==> src/rtl/norm_road_sequencer_pkg.sv <==
// Shared definitions for the normal-operation road sequencer and its allow decoder.
package norm_road_sequencer_pkg;

    localparam int NUM_ROADS = 4;

    typedef logic [1:0] road_t;

    typedef enum logic [1:0] {
        IDLE  = 2'd0,
        GREEN = 2'd1,
        CLEAR = 2'd2
    } state_t;

endpackage

==> src/rtl/norm_road_sequencer_rr_next_road.sv <==
// Round-robin next-road picker: first requester after the current road, current road last.
module rr_next_road
    import norm_road_sequencer_pkg::*;
(
    input  road_t                cur_road,
    input  logic [NUM_ROADS-1:0] req,
    output road_t                next_road
);

    // Walk from lowest to highest priority so the nearest requester overwrites the rest;
    // with no requester at all the plain rotation default survives.
    always_comb begin
        next_road = cur_road + road_t'(1);
        for (int k = NUM_ROADS; k >= 1; k--) begin
            if (req[cur_road + road_t'(k)]) begin
                next_road = cur_road + road_t'(k);
            end
        end
    end

endmodule

==> src/rtl/norm_road_sequencer.sv <==
// Normal-mode phase sequencer: fixed green per road, all-red clearance, round-robin skip of idle roads.
module norm_road_sequencer
    import norm_road_sequencer_pkg::*;
#(
    parameter int GREEN_CYCLES = 10,
    parameter int CLEAR_CYCLES = 3,
    parameter int CNT_W        = 8
) (
    input  logic                 clk,
    input  logic                 rst,
    input  logic                 norm_mode,
    input  logic [NUM_ROADS-1:0] road_req,
    output logic [1:0]           current_road_norm,
    output logic                 norm_op_en,
    output logic                 road_change
);

    localparam logic [CNT_W-1:0] GREEN_LAST = CNT_W'(GREEN_CYCLES - 1);
    localparam logic [CNT_W-1:0] CLEAR_LAST = CNT_W'(CLEAR_CYCLES - 1);

    state_t           state, state_nx;
    logic [CNT_W-1:0] cnt, cnt_nx;
    road_t            road_nx, rr_road;
    logic             en_nx, chg_nx;

    rr_next_road u_rr_next_road (
        .cur_road  (current_road_norm),
        .req       (road_req),
        .next_road (rr_road)
    );

    always_ff @(posedge clk) begin
        if (rst) begin
            state             <= IDLE;
            cnt               <= '0;
            current_road_norm <= '0;
            norm_op_en        <= 1'b0;
            road_change       <= 1'b0;
        end else begin
            state             <= state_nx;
            cnt               <= cnt_nx;
            current_road_norm <= road_nx;
            norm_op_en        <= en_nx;
            road_change       <= chg_nx;
        end
    end

    // Outputs are computed one cycle ahead so they come straight from flops.
    always_comb begin
        state_nx = state;
        cnt_nx   = cnt + CNT_W'(1);
        road_nx  = current_road_norm;
        en_nx    = 1'b0;
        chg_nx   = 1'b0;
        if (!norm_mode) begin
            // Abort: the interrupted green is dropped, the road is kept for re-entry.
            state_nx = IDLE;
            cnt_nx   = '0;
        end else begin
            case (state)
                IDLE: begin
                    state_nx = GREEN;
                    cnt_nx   = '0;
                    en_nx    = 1'b1;
                end
                GREEN: begin
                    if (cnt == GREEN_LAST) begin
                        state_nx = CLEAR;
                        cnt_nx   = '0;
                    end else begin
                        en_nx = 1'b1;
                    end
                end
                CLEAR: begin
                    if (cnt == CLEAR_LAST) begin
                        state_nx = GREEN;
                        cnt_nx   = '0;
                        road_nx  = rr_road;
                        en_nx    = 1'b1;
                        chg_nx   = 1'b1;
                    end
                end
                default: begin
                    state_nx = IDLE;
                    cnt_nx   = '0;
                end
            endcase
        end
    end

endmodule

==> config.mk <==
export PLATFORM = sky130hd
export DESIGN_NAME = norm_road_sequencer
export DESIGN_NICKNAME = d
export VERILOG_FILES = /design/src/rtl/norm_road_sequencer_pkg.sv /design/src/rtl/norm_road_sequencer_rr_next_road.sv /design/src/rtl/norm_road_sequencer.sv
export SDC_FILE = /design/constraint.sdc
export NUM_CORES = 1
export LEC_CHECK = 0
export ABC_AREA = 0
export ABC_CLOCK_PERIOD_IN_PS = 4300
export CORE_MARGIN = 2
export CORE_UTILIZATION = 56
export DETAILED_ROUTE_END_ITERATION = 10
export PLACE_DENSITY = 0.81
export SYNTH_ARGS = -nofsm -noshare
export SYNTH_HDL_FRONTEND = slang
export SYNTH_SLANG_ARGS = --single-unit
==> constraint.sdc <==
create_clock -name clk -period 4.3 [get_ports clk]
set_clock_uncertainty 0.2 [all_clocks]
set_input_delay 0.86 -clock clk [delete_from_list [all_inputs] [get_ports clk]]
set_output_delay 0.86 -clock clk [all_outputs]
set_load 0.01 [all_outputs]
Yosys cells after proc, flatten, opt, wreduce, memory -nomap -nowiden

Cells that the tools add are included.

Bits in registers: 14
Input bits: 7

Mux-type cells: 21
Magnitude comparators: 4
Eq/ne operators: 7
$add $sub $neg: 4
Bitwise operators: 2
Reductions and logical operators: 5

Operator list:

| cell                                               | count |
|---|---|
| 2-to-1 mux 8 bit                                   | 2 |
| one-hot mux 8 bit (2 select lines)                 | 1 |
| < comparator 2 x 3 -> 1 bit, second input constant | 4 |
| 2-to-1 mux 2 bit                                   | 6 |
| adder 8 x 1 -> 8 bit, second input constant        | 1 |
| binary-select mux 1 bit (select 2 bit)             | 4 |
| == test 8 x 2 -> 1 bit, second input constant      | 1 |
| == test 8 x 4 -> 1 bit, second input constant      | 1 |
| 2-to-1 mux 1 bit                                   | 6 |
| one-hot mux 2 bit (3 select lines)                 | 1 |
| adder 2 bit, second input constant                 | 2 |
| inequality test 2 bit, second input constant       | 2 |
| inequality test 4 bit, second input constant       | 1 |
| AND reduction 4 bit                                | 1 |
| one-hot mux 1 bit (3 select lines)                 | 1 |
| OR reduction 3 bit                                 | 1 |
| adder 2 x 1 -> 2 bit, second input constant        | 1 |
| == test 2 x 1 -> 1 bit, second input constant      | 1 |
| == test 2 bit, second input constant               | 1 |
| zero test 2 bit                                    | 1 |
| inverter 1 bit                                     | 2 |
| AND reduction 2 bit                                | 1 |
| OR reduction 2 bit                                 | 1 |

Logic depth before layout (Yosys ltp)

Gate-level depths: netlist (run 1).

Depth in word-level cells: 6
Gate-level depth with buffers: 6

Cells and area by module

From an unflattened synthesis (run 1), not the netlist that was laid out.

Cells, all modules: 87
Area, all modules: 782.0 um^2

By module, submodules not included:

| module              | cells each | instances | seq. area each (um^2) | area an instance (um^2) |
|---|---|---|---|---|
| norm_road_sequencer | 70         | 1         | 280.3                 | 675.6 |
| rr_next_road        | 17         | 1         | 0.0                   | 106.4 |

Least setup slack after synthesis (run 1)

Ideal clock, no wire load.

Path kind: in2reg
From: input port road_req[1]
To: register current_road_norm[0]
Cell stages on the path: 4
Data required time: 3.977 ns
Arrival: 2.197 ns
Setup slack: 1.780 ns
Cell sequence: or3b_2 > a2111oi_1 > nor4_2 > mux2_1

Longest elaborated chain between the ends: 5
Elaborated cells between the ends (all ways): 13
Those cells by class: 1 x eq/ne; 11 x mux; 1 x reduce/logical

RTL lines:

| element                                | RTL line                               | source |
|---|---|---|
| from (decl)                            | norm_road_sequencer.sv:12              | `input logic [NUM_ROADS-1:0] road_req,` |
| binary-select mux 1 bit (select 2 bit) | norm_road_sequencer_rr_next_road.sv:15 | `if (req[cur_road + road_t'(k)]) begin` |
| 2-to-1 mux 1 bit (not written as such) | norm_road_sequencer_rr_next_road.sv:15 |  |
| 2-to-1 mux 2 bit (3 in series)         | norm_road_sequencer_rr_next_road.sv:15 |  |
| to (signal assigned)                   | norm_road_sequencer.sv:42              | `current_road_norm <= road_nx;` |
| to (decl)                              | norm_road_sequencer.sv:13              | `output logic [1:0] current_road_norm,` |

Parallel ways exist; a longest one is shown, timed or not. The select of a mux whose other input is x is not followed.
A chain may end at the register's enable or synchronous reset.

Worst setup path after layout (run 1)

From: input port road_req[0]
To: register current_road_norm[0]

Same word-level chain as after synthesis.

==> impl_metrics.toml, run 1 <==
[layout]
nets = 122
n_fill_cell = 118
multi_input_area_um2 = 532
num_antenna_cells = 0
regArea_um2 = 280
area_growth_pct = 16.4
utilization = 0.677
drive_gt1_frac = 0.0849
stdcell_count = 122

[worst_setup_path]
path_cells = "clkdlybuf4s50_1, or3b_2, a2111oi_1, nor4_2, mux2_1"
cp_slowest_stage_delay_ns = 0.55
startpoint_type = "input port"
cpMaxStageDelayCell = "a2111oi_1"
crit_family = "simple AND/OR/NAND/NOR gates"
endpoint_kind = "flop"
required_ns = 4.27
cp.buffers_inverters = 1
path_max_fanout = 6
worstPathArrival_ns = 2.83
worstSetupPathType = "input port to flop"

[sta]
final-setup-viol-count = 0
slew_headroom = 0.589
final_max_slew_viol_count = 0
fmax_mhz = 349
final_hold_viol_count = 0
finalCritPeriodShare = 0.666
min_period_ns = 2.86
rsz0062_at_grt = "no"
tightest_slew_ns = 0.614
fin_setup_tns_ns = 0

[placement]
io_buffers = 10
gp_congestion = 0.818
dp_hpwl_mm = 1.15
place_inst = 119

[routing]
wl_mm = 1.51
drt_pass1_iterations = 2
drtIter0Drc = 6
routedWlPerCell_um = 12.4
routed-via-count = 671
drc = 0
ant_nets = 0
routed_via_density = 5.50

[power_and_ir_drop]
internal-power_mw = 0.179
p_leak_nw = 0.382
pwr-share-seq = 0.565
ir_drop_mv = 0.193
pwr-share-clk = 0.312
p_sw_mw = 0.0561
combinationalPowerShare = 0.123
power_mw = 0.235
cellPowerDensity_nw_per_um2 = 239
p_sw_frac = 0.238

[clock_network]
postCtsSetupRepairBufs = 0
cts_buffer_depth = 2
htree_num_levels = 1
path_clk_slew_ns = 0.08
cts-resized-gates = 0
cts_made_buffers = 3
clk_latency_ns = 0.28
clkSinkCount = 14
cts_tree = "yes"
ctsRootBufferMaster = "clkbuf_4"
hold_buffers = 0

[floorplanning]
num_rows = 14
core_um2 = 1450
die-area_um2 = 1840
ioPinCount = 11
dieWidth_um = 42.9
fp.dieH_um = 42.9
start_util = 0.582

[flow_run]
cap_violations = 0

[synthesis]
synth_area_um2 = 846
synth_largest_area_cell = "dfxtp_1"
synth_cells = 94
synth-edff-count = 0
synthArstFlopShare = 0
synth_area_leaders = "dfxtp_1, ha_1, nor2_1, nor2b_1, inv_1"
synth_nets = 108
seq_area_frac_synth = 0.331
ys.flop_type = "dfxtp_1"
yosys_warnings = 0
synth.avg_cell_area_um2 = 9.00
synth-seq-cells = 14
synth_top_cell_area_share = 0.331
synth_cell_types = 37

[global_route]
grt_usage = 0.196
overflow = 0
grt_pass1_vias = 645
grt_max_degree = 11
antenna_found_initial = 0
grt_pass1_wl_mm = 2.71

[run_status]
run_status = "completed"

[min_path]
hp-class = "flop to flop"
==> power groups by stage <==
stage	clock [mW]	sequential, mW	combinational (mW)
2_1_floorplan	0	0.136	0.0159
3_3_place_gp	0	0.136	0.0279
3_5_place_dp	0	0.136	0.0285
4_1_cts	0.0754	0.133	0.0289
5_1_grt	0.0826	0.133	0.0333
6_report	0.0734	0.133	0.0290
==> worst paths after layout <==
| check | depth (start not counted) | endpoint | slack [ns] | start |
|---|---|---|---|---|
| setup / recovery | 5 | current_road_norm[0] | 1.44 | road_req[0] |
| hold / removal | 1 | cnt[0] | 0.30 | cnt[0] |
| setup reg to reg | 4 | current_road_norm[0] | 1.97 | cnt[6] |
| hold reg to reg | 1 | cnt[0] | 0.30 | cnt[0] |
==> state kept, by name, summed over array words and instances (netlist names) <==
signal	flops
cnt	8
current_road_norm	2
state	2
norm_op_en	1
road_change	1
==> cells by family after synthesis <==
kind of cell	after synthesis	share of synthesized area
XOR/XNOR	6	0.0621
AO/OA/AOI/OAI	14	0.138
multiplexers	2	0.0399
buffers and inverters	9	0.0399
adder cells (fa/ha/maj)	7	0.104
flip-flops	14	0.331
AND/OR/NAND/NOR	42	0.286
==> layer usage <==
layer,part of all wire,vias to the layer above,global-route usage
li1,-,361,-
met1,0.48,291,0.240
met2,0.45,14,0.312
met3,0.050,5,0.0511
met4,0.021,0,0.106
met5,0,-,0
==> cell usage after synthesis (2+ instances only) <==
cell	number
xnor2_1	3
xor2_1	3
nor3b_1	2
o211ai_1	2
nand2_1	3
nor2b_1	6
nand3b_1	2
or4_4	2
ha_1	7
inv_1	8
nor2_1	16
nand3_1	2
dfxtp_1	14
==> metrics by stage <==
step / hold slack [ns] / worst slack [ns] / cell area, µm²
4_1_cts: 0.309 / 1.42 / 985
2_1_floorplan: 0.252 / 1.78 / 846
5_1_grt: 0.339 / 1.39 / 985
3_5_place_dp: 0.291 / 1.13 / 962
6_report: 0.302 / 1.44 / 985
3_3_place_gp: 0.272 / 1.18 / 962
==> final cells by class <==
| type | count | area share |
|---|---|---|
| multi-input cells | 71 | 0.540 |
| flip-flops and latches | 14 | 0.285 |
| repair buffers | 10 | 0.102 |
| inverters | 8 | 0.0305 |
| clock buffers | 3 | 0.0229 |
| well taps | 16 | 0.0203 |
==> placed cells by master (no fill, tap or decap), types with 2 or more instances in the layout <==
master           instances
clkbuf_4                 3
clkdlybuf4s50_1         10
dfxtp_1                 14
ha_1                     7
inv_1                    8
nand2_1                  3
nand3_1                  2
nand3b_1                 2
nor2_1                  16
nor2b_1                  6
nor3b_1                  2
o211ai_1                 2
or4_4                    2
xnor2_1                  3
xor2_1                   3
Note: power is estimated with default switching activity, not from simulation.
==> inputs of run 2 (changes only) <==
--- a/config.mk
+++ b/config.mk
@@ -6,11 +6,12 @@
 export NUM_CORES = 1
 export LEC_CHECK = 0
 export ABC_AREA = 0
-export ABC_CLOCK_PERIOD_IN_PS = 4300
+export ABC_CLOCK_PERIOD_IN_PS = 2700
+export CORE_ASPECT_RATIO = 1.25
 export CORE_MARGIN = 2
-export CORE_UTILIZATION = 56
+export CORE_UTILIZATION = 52
 export DETAILED_ROUTE_END_ITERATION = 10
-export PLACE_DENSITY = 0.81
+export PLACE_DENSITY = 0.76
 export SYNTH_ARGS = -nofsm -noshare
 export SYNTH_HDL_FRONTEND = slang
 export SYNTH_SLANG_ARGS = --single-unit
==> constraint.sdc (replaced) <==
create_clock -name clk -period 2.7 [get_ports clk]
set_clock_uncertainty 0.2 [all_clocks]
set_input_delay 0.54 -clock clk [delete_from_list [all_inputs] [get_ports clk]]
set_output_delay 0.54 -clock clk [all_outputs]
set_load 0.01 [all_outputs]
==> run 2 against run 1 <==
Global-route usage fell by 1.0 points. Critical endpoint unchanged. Cell count rose by 7.4%. Flip-flop and latch count did not move. Via count rose by 6.1%. Combinational power rose by 78%. Design area rose by 6.2%. Clock power rose by 100%. Critical path type unchanged. Highest routed layer unchanged. Worst hold slack improved by 0.0024 ns.
==> impl_metrics.toml, run 2 (same netlist as run 1, synthesis figures left out) <==
[routing]
routedWlPerCell_um = 11.9
drc = 0
routed_via_density = 5.44
drt_pass1_iterations = 4
routed-via-count = 712
ant_nets = 0
wl_mm = 1.55
drtIter0Drc = 4

[global_route]
grt_max_degree = 11
grt.met1_usage = 0.205
grt_usage = 0.186
overflow = 0
grt_pass1_vias = 659
grt_util_met2 = 0.315
met3_usage = 0.0411
antenna_found_initial = 0
grt_most_used_layer = "met2"
grt_pass1_wl_mm = 2.58

[worst_setup_path]
cp_slowest_stage_delay_ns = 0.47
reg2reg_to = "current_road_norm[0]"
reg2reg_depth = 4
worstPathArrival_ns = 2.40
r2r_slack_ns = 0.37
startpoint_type = "input port"
cpMaxStageDelayCell = "clkdlybuf4s50_1"
worstSetupPathType = "input port to flop"
required_ns = 2.67
crit_family = "buffers and inverters"
cp.buffers_inverters = 2
rr_startpoint = "cnt[6]"
path_cells = "clkdlybuf4s50_1, or3b_2, a2111oi_1, buf_4, nor4_2, mux2_1"
path_max_fanout = 2
endpoint_kind = "flop"

[layout]
multi_input_area_um2 = 532
top_register = "cnt"
stdcell_count = 131
area_growth_pct = 23.7
n_fill_cell = 130
largest_register_ffs = 8
layout_common_cells = "nor2_1, dfxtp_1, clkdlybuf4s50_1"
final_cell_area_um2 = 1050
layout_commonest_cell = "nor2_1"
drive_gt1_frac = 0.142
nets = 128
utilization = 0.679
reg_top3 = "cnt: 8 flops, current_road_norm: 2 flops, state: 2 flops"
num_antenna_cells = 0
regArea_um2 = 280

[placement]
io_buffers = 10
dp_hpwl_mm = 1.20
place_inst = 127
place_area_um2 = 1010
gp_congestion = 0.770
place_ws_ns = -0.0309

[clock_network]
postCtsSetupRepairBufs = 0
cts-resized-gates = 0
path_clk_slew_ns = 0.09
cts_buffer_depth = 2
clkSinkCount = 14
cts_tree = "yes"
clk_latency_ns = 0.28
ctsRootBufferMaster = "clkbuf_4"
hold_buffers = 0
cts_made_buffers = 3
htree_num_levels = 1

[sta]
fin_setup_tns_ns = 0
fin_hold_ws_ns = 0.304
final_hold_viol_count = 0
rsz0062_at_grt = "no"
fmax_mhz = 412
setup_ws_ns = 0.274
min_period_ns = 2.43
tightest_slew_ns = 0.356
slew_headroom = 0.762
final_max_slew_viol_count = 0
final-setup-viol-count = 0
finalCritPeriodShare = 0.899

[run_status]
run_status = "completed"

[min_path]
hp-class = "flop to flop"
worstHoldStart = "cnt[0]"
whs_endpoint = "cnt[0]"
min_path_cells = 1

[power_and_ir_drop]
p_leak_nw = 0.418
cellPowerDensity_nw_per_um2 = 394
ir_drop_mv = 0.257
power_mw = 0.412

[floorplanning]
num_rows = 16
die-area_um2 = 1970
fp.dieH_um = 49.1
ioPinCount = 11
core_um2 = 1540
dieWidth_um = 40.1
start_util = 0.549

[flow_run]
cap_violations = 0
## run 2: cell count changes in the layout (fill, tap and decap cells not counted), sizes merged
cell    previous run  this run
clkbuf             3         4
buf                0         6
## run 2: routing by layer
metal | up-vias | routed length (µm)
met1 | 329 | 680
met4 | 0 | 33
li1 | 369 | -
met5 | - | 0
met3 | 4 | 56
met2 | 10 | 783
## run 2: report_power, final
part | leakage, nW | internal (mW) | switching (mW)
registers | 0.113 | 0.209 | 0.00244
logic | 0.284 | 0.0289 | 0.0226
clock network | 0.0210 | 0.0820 | 0.0673
total | 0.418 | 0.320 | 0.0923
## run 2: worst max path at each step
stage                startpoint                    to  slack (ns)  depth (start not counted)
finish              road_req[0]  current_road_norm[0]        0.27                          6
global placement    road_req[0]  current_road_norm[0]        0.02                          6
floorplan                cnt[6]  current_road_norm[0]        0.44                          4
CTS                 road_req[0]  current_road_norm[0]        0.25                          6
global route        road_req[0]  current_road_norm[0]        0.14                          6
detailed placement  road_req[0]  current_road_norm[0]       -0.03                          6
## run 2: cell type report
type                    count  area share
flip-flops and latches     14       0.268
repair buffers             16       0.139
clock buffers               4      0.0347
well taps                  18      0.0215
inverters                   8      0.0287
multi-input cells          71       0.508
==> inputs of run 3 (changes only) <==
--- a/config.mk
+++ b/config.mk
@@ -11,7 +11,9 @@
 export CORE_MARGIN = 2
 export CORE_UTILIZATION = 52
 export DETAILED_ROUTE_END_ITERATION = 10
+export HOLD_SLACK_MARGIN = 0.02
 export PLACE_DENSITY = 0.76
+export RECOVER_POWER = 50
 export SYNTH_ARGS = -nofsm -noshare
 export SYNTH_HDL_FRONTEND = slang
 export SYNTH_SLANG_ARGS = --single-unit
==> run 3 against run 2 <==
Critical path type unchanged. Largest cell class unchanged. Worst hold slack about the same. Clock-buffer cell count unchanged. Via count up 0.28%. Register-to-register slack worse by 0.05 ns. Die area unchanged. Non-clock buffer count unchanged. Critical endpoint unchanged. Sequential power about the same. Design area down 0.72%. Combinational power down 0.8%. Setup slack worse by 0.0080 ns. Clock power about the same.
==> impl_metrics.toml, run 3 (same netlist as run 1, synthesis figures left out) <==
[layout]
layout_commonest_cell = "nor2_1"
top_register = "cnt"
reg_top3 = "cnt: 8 flops, current_road_norm: 2 flops, state: 2 flops"
drive_gt1_frac = 0.124
layout_common_cells = "nor2_1, dfxtp_1, inv_1"
num_antenna_cells = 0
area_growth_pct = 22.8
nets = 128
largest_register_ffs = 8

[clock_network]
hold_buffers = 0
htree_num_levels = 1
cts_tree = "yes"
ctsRootBufferMaster = "clkbuf_4"
clkSinkCount = 14
postCtsSetupRepairBufs = 0
clk_latency_ns = 0.27
path_clk_slew_ns = 0.08
cts_made_buffers = 3
cts-resized-gates = 0
cts_buffer_depth = 2

[sta]
finalCritPeriodShare = 0.902
final_max_slew_viol_count = 0
slew_headroom = 0.762
final-setup-viol-count = 0
fmax_mhz = 411
fin_setup_tns_ns = 0
setup_ws_ns = 0.266
rsz0062_at_grt = "no"
min_period_ns = 2.43
tightest_slew_ns = 0.356
final_hold_viol_count = 0

[worst_setup_path]
endpoint = "current_road_norm[0]"
required_ns = 2.66
worstPathArrival_ns = 2.40
r2r_slack_ns = 0.32
crit_start = "road_req[0]"
worstSetupPathType = "input port to flop"
reg2reg_depth = 4
startpoint_type = "input port"
endpoint_kind = "flop"
path_max_fanout = 2
rr_startpoint = "cnt[6]"
reg2reg_to = "current_road_norm[0]"

[floorplanning]
fp.dieH_um = 49.1
die-area_um2 = 1970
start_util = 0.549
num_rows = 16
ioPinCount = 11
core_um2 = 1540
dieWidth_um = 40.1

[min_path]
worstHoldStart = "cnt[0]"
hp-class = "flop to flop"
min_path_cells = 1

[placement]
io_buffers = 10
place_ws_ns = -0.0309
dp_hpwl_mm = 1.20
gp_congestion = 0.770

[global_route]
overflow = 0
antenna_found_initial = 0
grt_max_degree = 11
grt_usage = 0.186
grt_pass1_vias = 659
grt_pass1_wl_mm = 2.58

[run_status]
run_status = "completed"

[power_and_ir_drop]
p_sw_frac = 0.219
p_leak_nw = 0.426
pwr-share-seq = 0.517
ir_drop_mv = 0.253
internal-power_mw = 0.320
p_sw_mw = 0.0896
cellPowerDensity_nw_per_um2 = 394
power_mw = 0.409
pwr-share-clk = 0.358
combinationalPowerShare = 0.125

[routing]
routed_via_density = 5.45
drc = 0
drt_pass1_iterations = 4
drtIter0Drc = 6
routedWlPerCell_um = 11.8
routed-via-count = 714
wl_mm = 1.55
ant_nets = 0

[flow_run]
cap_violations = 0
run 3: cell types whose count changed in the layout (fill, tap and decap cells not counted):
cell	previous run	this run
dlygate4sd3_1	0	3
or4_1	1	2
buf_4	6	5
clkdlybuf4s50_1	10	7
or4_4	2	1
clkbuf_1	0	1
run 3: worst max-delay path, cell delays in order:
cell and delay [ns]:
clkdlybuf4s50_1 0.47, or3b_2 0.44, a2111oi_1 0.42, buf_4 0.19, nor4_2 0.04, mux2_1 0.30
run 3: area by class of cell:
class / count / area, µm²
inverters: 8 / 30.0
flip-flops and latches: 14 / 280
multi-input cells: 71 / 528
clock buffers: 4 / 36.3
repair buffers: 16 / 141
fillers: 134 / 503
well taps: 18 / 22.5
run 3: worst min path at each step:
stage             end  slack (ns)
2_1_floorplan  cnt[0]        0.25
3_3_place_gp   cnt[0]        0.27
3_5_place_dp   cnt[0]        0.29
4_1_cts        cnt[0]        0.31
5_1_grt        cnt[0]        0.32
6_report       cnt[0]        0.30
run 3: routing by layer:
layer  GRT usage  share of wire
met1       0.205           0.44
met2       0.315           0.52
met3      0.0411          0.032
met4      0.0862          0.012
met5           0              0
run 3: power by group through the flow:
stage               Clock, mW  Sequential, mW  Combinational, mW
global placement            0           0.216             0.0499
floorplan                   0           0.217             0.0253
global route            0.165           0.212             0.0562
detailed placement          0           0.217             0.0513
finish                  0.146           0.212             0.0511
CTS                     0.152           0.212             0.0518
run 3: through the flow:
| step | utilization | cells | hold WS (ns) | cell area, µm² |
|---|---|---|---|---|
| after CTS | 0.679 | 131 | 0.309 | 1050 |
| final | 0.674 | 131 | 0.304 | 1040 |
| after floorplan | - | 94 | 0.252 | 846 |
| after global routing | 0.674 | 131 | 0.318 | 1040 |
| after global placement | 0.655 | 127 | 0.273 | 1010 |
| after detailed placement | 0.655 | 127 | 0.289 | 1010 |
